`src/rtl/note_tone_detector.sv`:
```
// Note tone detector: measures the period of a synchronized square wave and locks
// onto one of three nominal note periods after MATCH_COUNT consecutive matches.
module note_tone_detector #(
    parameter int TOL         = 64,
    parameter int MATCH_COUNT = 3,
    parameter int TIMEOUT     = 131071,
    parameter int C_NOM       = 97123,
    parameter int D_NOM       = 86817,
    parameter int F_NOM       = 72975
) (
    input  logic        clk,
    input  logic        rst,
    input  logic        tone_in,
    output logic        note_valid,
    output logic [1:0]  note_id,
    output logic [2:0]  note_onehot,
    output logic        new_note,
    output logic [20:0] period_out
);

    localparam logic [20:0] CNT_MAX   = '1;
    localparam logic [20:0] TIMEOUT_C = 21'(TIMEOUT);
    localparam logic [7:0]  MATCH_C   = 8'(MATCH_COUNT);

    typedef enum logic [1:0] {IDLE, MEASURE, LOCKED} state_t;

    function automatic logic within_tol(input logic [20:0] p, input int nom);
        logic signed [22:0] d;
        d = $signed({2'b00, p}) - $signed(23'(nom));
        return (d <= $signed(23'(TOL))) && (d >= -$signed(23'(TOL)));
    endfunction

    function automatic logic [1:0] classify(input logic [20:0] p);
        if (within_tol(p, C_NOM))      return 2'd1;
        else if (within_tol(p, D_NOM)) return 2'd2;
        else if (within_tol(p, F_NOM)) return 2'd3;
        else                           return 2'd0;
    endfunction

    logic        sync1, sync2, prev;
    logic [20:0] cnt;
    logic        rise, timeout;
    logic        vld_p1;
    logic [20:0] period_p1;
    logic [1:0]  cls;
    logic [7:0]  m_inc;

    state_t      state, state_n;
    logic [1:0]  cand, cand_n;
    logic [7:0]  mcnt, mcnt_n;
    logic        valid_n, new_n;
    logic [1:0]  id_n;
    logic [2:0]  onehot_n;
    logic [20:0] pout_n;

    assign rise    = sync2 & ~prev;
    // An edge already in flight to the FSM takes priority over a timeout.
    assign timeout = (state != IDLE) && !rise && !vld_p1 && (cnt >= TIMEOUT_C);

    // Stage 0: synchronizer, edge detect and period counter
    always_ff @(posedge clk) begin
        if (rst) begin
            sync1  <= 1'b0;
            sync2  <= 1'b0;
            prev   <= 1'b0;
            cnt    <= '0;
            vld_p1 <= 1'b0;
        end else begin
            sync1  <= tone_in;
            sync2  <= sync1;
            prev   <= sync2;
            vld_p1 <= rise;
            if (rise)
                cnt <= 21'd1;
            else if (timeout || (state == IDLE && !vld_p1))
                cnt <= '0;
            else if (cnt != CNT_MAX)
                cnt <= cnt + 21'd1;
        end
    end

    always_ff @(posedge clk) begin
        if (rise)
            period_p1 <= cnt;
    end

    // Stage 1: classify the completed period and run the lock FSM
    assign cls   = classify(period_p1);
    assign m_inc = (cls == cand) ? mcnt + 8'd1 : 8'd1;

    always_comb begin
        state_n = state;
        cand_n  = cand;
        mcnt_n  = mcnt;
        valid_n = note_valid;
        id_n    = note_id;
        new_n   = 1'b0;
        pout_n  = period_out;
        case (state)
            IDLE: begin
                if (vld_p1)
                    state_n = MEASURE;
            end
            MEASURE: begin
                if (vld_p1) begin
                    pout_n = period_p1;
                    if (cls != 2'd0) begin
                        cand_n = cls;
                        mcnt_n = m_inc;
                        if (m_inc >= MATCH_C) begin
                            state_n = LOCKED;
                            id_n    = cls;
                            valid_n = 1'b1;
                            new_n   = 1'b1;
                        end
                    end else begin
                        mcnt_n = '0;
                    end
                end else if (timeout) begin
                    state_n = IDLE;
                    mcnt_n  = '0;
                    id_n    = '0;
                    valid_n = 1'b0;
                end
            end
            LOCKED: begin
                if (vld_p1) begin
                    pout_n = period_p1;
                    if (cls == 2'd0) begin
                        state_n = MEASURE;
                        mcnt_n  = '0;
                        id_n    = '0;
                        valid_n = 1'b0;
                    end else if (cls != note_id) begin
                        id_n   = cls;
                        cand_n = cls;
                        mcnt_n = 8'd1;
                        new_n  = 1'b1;
                    end
                end else if (timeout) begin
                    state_n = IDLE;
                    mcnt_n  = '0;
                    id_n    = '0;
                    valid_n = 1'b0;
                end
            end
            default: state_n = IDLE;
        endcase

        onehot_n = 3'b000;
        if (valid_n) begin
            case (id_n)
                2'd1:    onehot_n = 3'b001;
                2'd2:    onehot_n = 3'b010;
                2'd3:    onehot_n = 3'b100;
                default: onehot_n = 3'b000;
            endcase
        end
    end

    always_ff @(posedge clk) begin
        if (rst) begin
            state       <= IDLE;
            cand        <= '0;
            mcnt        <= '0;
            note_valid  <= 1'b0;
            note_id     <= '0;
            note_onehot <= '0;
            new_note    <= 1'b0;
            period_out  <= '0;
        end else begin
            state       <= state_n;
            cand        <= cand_n;
            mcnt        <= mcnt_n;
            note_valid  <= valid_n;
            note_id     <= id_n;
            note_onehot <= onehot_n;
            new_note    <= new_n;
            period_out  <= pout_n;
        end
    end

endmodule

```
`config.mk`:
```
export PLATFORM = sky130hd
export DESIGN_NAME = note_tone_detector
export DESIGN_NICKNAME = d
export VERILOG_FILES = /design/src/rtl/note_tone_detector.sv
export SDC_FILE = /design/constraint.sdc
export NUM_CORES = 1
export LEC_CHECK = 0
export ABC_AREA = 1
export CORE_MARGIN = 2
export CORE_UTILIZATION = 45
export CTS_BUF_LIST = sky130_fd_sc_hd__clkbuf_4
export DETAILED_ROUTE_END_ITERATION = 8
export PLACE_DENSITY = 0.68
export SETUP_SLACK_MARGIN = 0.15
export SLEW_MARGIN = 20
export SYNTH_ARGS = -nofsm -noshare
export SYNTH_HDL_FRONTEND = slang
export SYNTH_SLANG_ARGS = --single-unit
```
`constraint.sdc`:
```
create_clock -name clk -period 3.6 [get_ports clk]
set_clock_uncertainty 0.05 [all_clocks]
set_input_delay 0.54 -clock clk [delete_from_list [all_inputs] [get_ports clk]]
set_output_delay 0.54 -clock clk [all_outputs]
set_load 0.05 [all_outputs]
```
Yosys cells after proc, flatten, opt, wreduce, memory -nomap -nowiden --
Cells that the tools add are included.
Word-level totals: bits of input ports 3, logic and storage cells 123, register bits after elaboration 86, output and inout bits 28
Cells by class: reduce and logical (&&, ||, !) cells 23, equality and inequality tests 18, $lt $le $gt $ge 8, bitwise logic cells 3, add/subtract/negate cells 5, muxes and demuxes 51
Operators by type and width (number):
- $ge 22x7->1 const B | 3
- $le 22x8->1 const B | 3
- $sub 21x17->22 const B | 3
- $mux 8 | 7
- $mux 2 | 22
- $add 21x1->21 const B | 1
- $ge 21x17->1 const B | 1
- $ne 21x21->1 const B | 1
- $pmux 8 s2 | 1
- $mux 1 | 15
- $ne 2x2->1 const B | 6
- $ne 3x3->1 const B | 3
- $pmux 3 s3 | 1
- $add 8x1->8 const B | 1
- $ge 8x2->1 const B | 1
- $pmux 2 s2 | 2
- $logic_and 1x1->1 | 7
- $eq 2x2->1 const B | 3
- $pmux 2 s3 | 1
- $reduce_and 6->1 | 1
- $reduce_bool 2->1 | 3
- $eq 2x1->1 const B | 2
- $logic_not 2->1 | 2
- $ne 4x4->1 const B | 1
- 12 further kinds | 17

Depth between registers and ports, before layout --
depth in word-level cells 15, depth in mapped cells 31, depth with buffers taken out 30

Worst setup path after synthesis --
No wires, ideal clock.
path type register to register, from register period_p1[4], to register note_onehot[1], stages on the path, launching flop included 29, library setup time 114 ps, clock period less this slack 2816 ps, path buffers 0, arrival 2652 ps, data required time 3436 ps, slack 784 ps, cell sequence edfxtp_1 > nor2_2 > nand2_4 > inv_4 > nand2_8 > nand2_4 > nand2_4 > nand2_4 > nand2_1 > nand2_2 > nand2_4 > nor2_1 > nand4_2 > nand2_4 > nor2_4 > nand2_2 > nand2_4 > o211ai_1 > nand2_1 > nor2_1 > nor2_1 > nor2_1 > nand2_1 > nand2_1 > nand2_1 > nand2_1 > nand2_1 > nand2_1 > nor2_1
On the way: word-level cells in the longest chain between the ends 15, elaborated cells between the ends (all ways) 40, those cells by class add/sub: 3; order compare: 7; eq/ne: 5; mux: 18; bitwise: 1; reduce/logical: 6
Ends and longest elaborated chain:
- from (decl) | line 44 | logic [20:0] period_p1;
- from (signal assigned) | line 84 | period_p1 <= cnt;
- $sub 21x17->22 | line 29 | d = $signed({2'b00, p}) - $signed(23'(nom));
- $le 22x8->1 or $ge 22x7->1 (tied branches) | line 30 | return (d <= $signed(23'(TOL))) && (d >= -$signed(23'(TOL)));
- $logic_and 1x1->1 | line 30
- $mux 2 | line 36 | else if (within_tol(p, F_NOM)) return 2'd3;
- $mux 2 | line 35 | else if (within_tol(p, D_NOM)) return 2'd2;
- $mux 2 * | line 34 | if (within_tol(p, C_NOM)) return 2'd1;
- $eq 2x2->1 | line 89 | assign m_inc = (cls == cand) ? mcnt + 8'd1 : 8'd1;
- $mux 8 | line 89
- $ge 8x2->1 | line 110 | if (m_inc >= MATCH_C) begin
- $mux 2 or $mux 1 (tied branches) | line 110
- $mux 2 or $mux 1 (tied branches) | line 107 | if (cls != 2'd0) begin
- $mux 2 or $mux 1 (tied branches) | line 105 | if (vld_p1) begin
- $pmux 2 s2 or $pmux 1 s2 (tied branches) | line 99 | case (state)
- $eq 2x2->1, or another cell as far along | line 152 | case (id_n)
- $pmux 3 s3 or $reduce_or 2->1 (tied branches)
- to (signal assigned) | line 177 | note_onehot <= onehot_n;
- to (decl) | line 16 | output logic [2:0] note_onehot,
Mark *: on every way between the ends. The rest lies on a longest branch, timed or not. A chain may end at the register's enable or synchronous reset.

Worst setup path in the final report --
from register period_p1[7], to register note_onehot[1]
Same word-level chain as after synthesis.

==> flow_summary.json <==
{
  "p_leak_nw": 3.150,
  "worst_setup_path_end_kind": "register",
  "grt_pass1_vias": 6201,
  "fmax_ghz": 0.2980,
  "dieArea_sq_mm": 0.01533,
  "power_switching_mw": 0.6577,
  "worstHoldEndpoint": "sync2$_SDFF_PP0_",
  "register_area_sq_mm": 0.001932,
  "vias": 6865,
  "hold_ws_ns": 0.3637,
  "routed_wl_um": 19020,
  "drive_above_1_share_pct": 18.38,
  "cts-htree-levels": 3,
  "fin_setup_tns_ns": 0,
  "cts_buffers": 9,
  "min_path_type": "register to register",
  "arrival_ns": 3.70,
  "clockRootBuffer": "clkbuf_4",
  "synth_edf_count": 21,
  "cp_common_cell": "nand2_4",
  "yosysSeqAreaShare_pct": 29.91,
  "maxSlewViolCount": 0,
  "final_common_cell": "nand2_1",
  "die_w_um": 123.8,
  "synth_top_family_by_area": "simple AND/OR/NAND/NOR gates",
  "drc": 0,
  "vias_per_cell": 5.461,
  "yosys.area.top_type": "dfxtp_1",
  "fill_cells": 1379,
  "ys_ff_latch": 86,
  "grt_pass1_wl_um": 30440,
  "power.internal_mw": 1.320,
  "max_stage_delay_ns": 0.55,
  "drt.antenna.violating_nets": 0,
  "p_seq_share_pct": 53.3,
  "grt_max_degree": 42,
  "drv_cap": 0,
  "yosys_warnings": 0,
  "drt_first_iter_violations": 689,
  "synthTopCellsByArea": "dfxtp_1 20%, nand2_1 15%, edfxtp_1 9.8%",
  "r2r_slack_ns": 0.24,
  "path_delay_family": "simple AND/OR/NAND/NOR gates",
  "io_pins": 31,
  "synthXorXnorAreaFrac_pct": 2.440,
  "core-area_sq_mm": 0.01393,
  "antenna_found_initial": 0,
  "cts_buffer_depth": 2,
  "synth_cell_types": 46,
  "timing.critical_path.buf_inv": 3,
  "final.min_clock_period_ns": 3.355,
  "cp.required_ns": 3.94,
  "netlist_area_sq_mm": 0.006460,
  "postPlaceCellArea_sq_mm": 0.006993,
  "clock_latency_ns": 0.44,
  "cp_max_fo": 6,
  "synthAdderAreaFrac_pct": 1.162,
  "r2r_cells": 29,
  "synthMuxAreaShare_pct": 0,
  "yosys.area_share.simple_pct": 46.04,
  "min_from": "sync1$_SDFF_PP0_",
  "rsz0062_at_grt": "true",
  "r2r_end": "note_onehot[1]$_SDFF_PP0_",
  "layout_common_cells": "252 x nand2_1, 131 x nor2_1, 89 x nand3_1",
  "powerDensity_mw_per_mm2": 263.4,
  "diodes": 0,
  "ir_worst_vdd_v": 0.0002148,
  "synth_fp_nets": 1014,
  "clock-sinks": 86,
  "avgSynthCellArea_sq_um": 6.428,
  "hold_viol_final": 0,
  "core.rowCount": 43,
  "synth_compound_area_share_pct": 11.20,
  "critPathLaunchType": "register",
  "fin_nets": 1081,
  "final_cell_area_sq_mm": 0.007507,
  "gr-total-overflow": 0,
  "start_util_pct": 46.36,
  "grtUsageTotal_pct": 25.49,
  "dr.pass1.iters": 8,
  "die_y_um": 123.8,
  "path_clk_slew_ns": 0.14,
  "wire_per_inst_um": 15.13,
  "setup_viol": 0,
  "r2r_start": "period_p1[7]$_DFFE_PP_",
  "gp_congestion": 0.9889,
  "port_buffers": 30,
  "comb_power_share_pct": 22.8,
  "cts_tree": "built",
  "cp_slowest_cell": "edfxtp_1",
  "synth_top_area_share_pct": 20.14,
  "critPathKind": "register to register",
  "worstHoldPathCells": 2,
  "final_util_pct": 53.87,
  "worstMarginPinSlew_ns": 0.5811,
  "multi_input_area_sq_mm": 0.004078,
  "status": "finished clean",
  "final.period_utilization_pct": 93.20,
  "finalPower_mw": 1.978,
  "synthArstFlopShare_pct": 0,
  "synthCells": 1005,
  "pwr-share-clk_pct": 23.9,
  "max_slew_margin_pct": 61.21,
  "post-dp-hpwl_um": 14390,
  "areaGrowthSynthToFinish_pct": 16.21,
  "switching_share_pct": 33.25,
  "ys_dominant_reg_cell": "dfxtp_1"
}
-- worst max-delay path by stage --
stage	startpoint	to	depth (start not counted)
after floorplan	period_p1[4]$_DFFE_PP_	note_onehot[1]$_SDFF_PP0_	28
after global placement	period_p1[7]$_DFFE_PP_	note_onehot[1]$_SDFF_PP0_	28
after detailed placement	period_p1[7]$_DFFE_PP_	note_onehot[2]$_SDFF_PP0_	28
after CTS	period_p1[7]$_DFFE_PP_	note_onehot[1]$_SDFF_PP0_	28
after global routing	period_p1[7]$_DFFE_PP_	note_onehot[1]$_SDFF_PP0_	28
final	period_p1[7]$_DFFE_PP_	note_onehot[1]$_SDFF_PP0_	29
-- worst min-delay path: cells and delay by family, from the launching register on --
family	cells	cell delay [ns]
flops	1	0.32
simple gates	1	0.03
buf+inv	1	0.04
-- what timing repair did --
item                       4_1_cts  5_1_grt
setup endpoints to repair        0       16
buffers inserted                 0       32
hold buffers                     0        0
gates resized for setup          0       44
-- power by group through the flow --
stage | clock, mW | combinational [mW] | sequential, mW
3_5_place_dp | 0 | 0.402 | 1.08
3_3_place_gp | 0 | 0.404 | 1.08
6_report | 0.472 | 0.451 | 1.05
5_1_grt | 0.528 | 0.501 | 1.06
4_1_cts | 0.495 | 0.405 | 1.06
2_1_floorplan | 0 | 0.312 | 1.07
-- state kept, by name, summed over array words and instances, names as in the netlist, 2 cells and up --
name,count
period_out,21
note_onehot,3
mcnt,8
period_p1,21
cand,2
note_id,2
state,2
cnt,21
-- cell usage after synthesis (2+ instances only) --
master,count
nor3b_1,2
nand3_1,90
nor2_2,9
nor2_1,145
ha_1,6
buf_2,5
nand4_1,25
buf_4,6
o21ai_1,5
nand3_4,3
clkbuf_1,12
nand3b_1,7
nor2_8,2
edfxtp_1,21
xnor2_1,3
nor2_4,6
dfxtp_1,65
a31oi_1,5
inv_4,5
a211oi_1,4
o32ai_1,7
nand2_2,25
nor3_1,18
o211ai_1,6
nand2_4,12
nand3_2,8
inv_1,88
nand2_1,265
nand4_2,3
nor4_1,2
a21oi_1,57
xor2_1,15
clkinv_1,2
inv_2,23
o21ai_0,36
buf_6,2
-- metrics by stage --
step | cells | setup slack [ns]
after floorplan | 1005 | 0.7843
after global placement | 1209 | 0.2121
after detailed placement | 1209 | 0.1956
after CTS | 1225 | 0.1878
after global routing | 1257 | -0.006289
final | 1257 | 0.2446
-- metal layers --
metal	vias up	wire (um)	GRT usage, %
li1	3424	-	-
met1	3117	8624	35.67
met2	271	8305	38.77
met3	53	1324	3.617
met4	0	768	11.72
met5	-	0	0
-- logic make-up after synthesis --
logic type | after synthesis
AO/OA/AOI/OAI | 126
adder cells (fa/ha/maj) | 6
AND/OR/NAND/NOR | 625
flip-flops | 86
XOR/XNOR | 18
buffers and inverters | 144
-- final cells by class --
| cell class | instances | area share [%] |
|---|---|---|
| Clock buffer | 9 | 0.9000 |
| Clock inverter | 7 | 0.5333 |
| Inverter | 119 | 6.200 |
| Multi-Input combinational cell | 775 | 54.32 |
| Sequential cell | 86 | 25.73 |
| Tap cell | 180 | 3.000 |
| Timing Repair Buffer | 81 | 9.317 |
No activity file was read; power rests on OpenSTA's default activity.
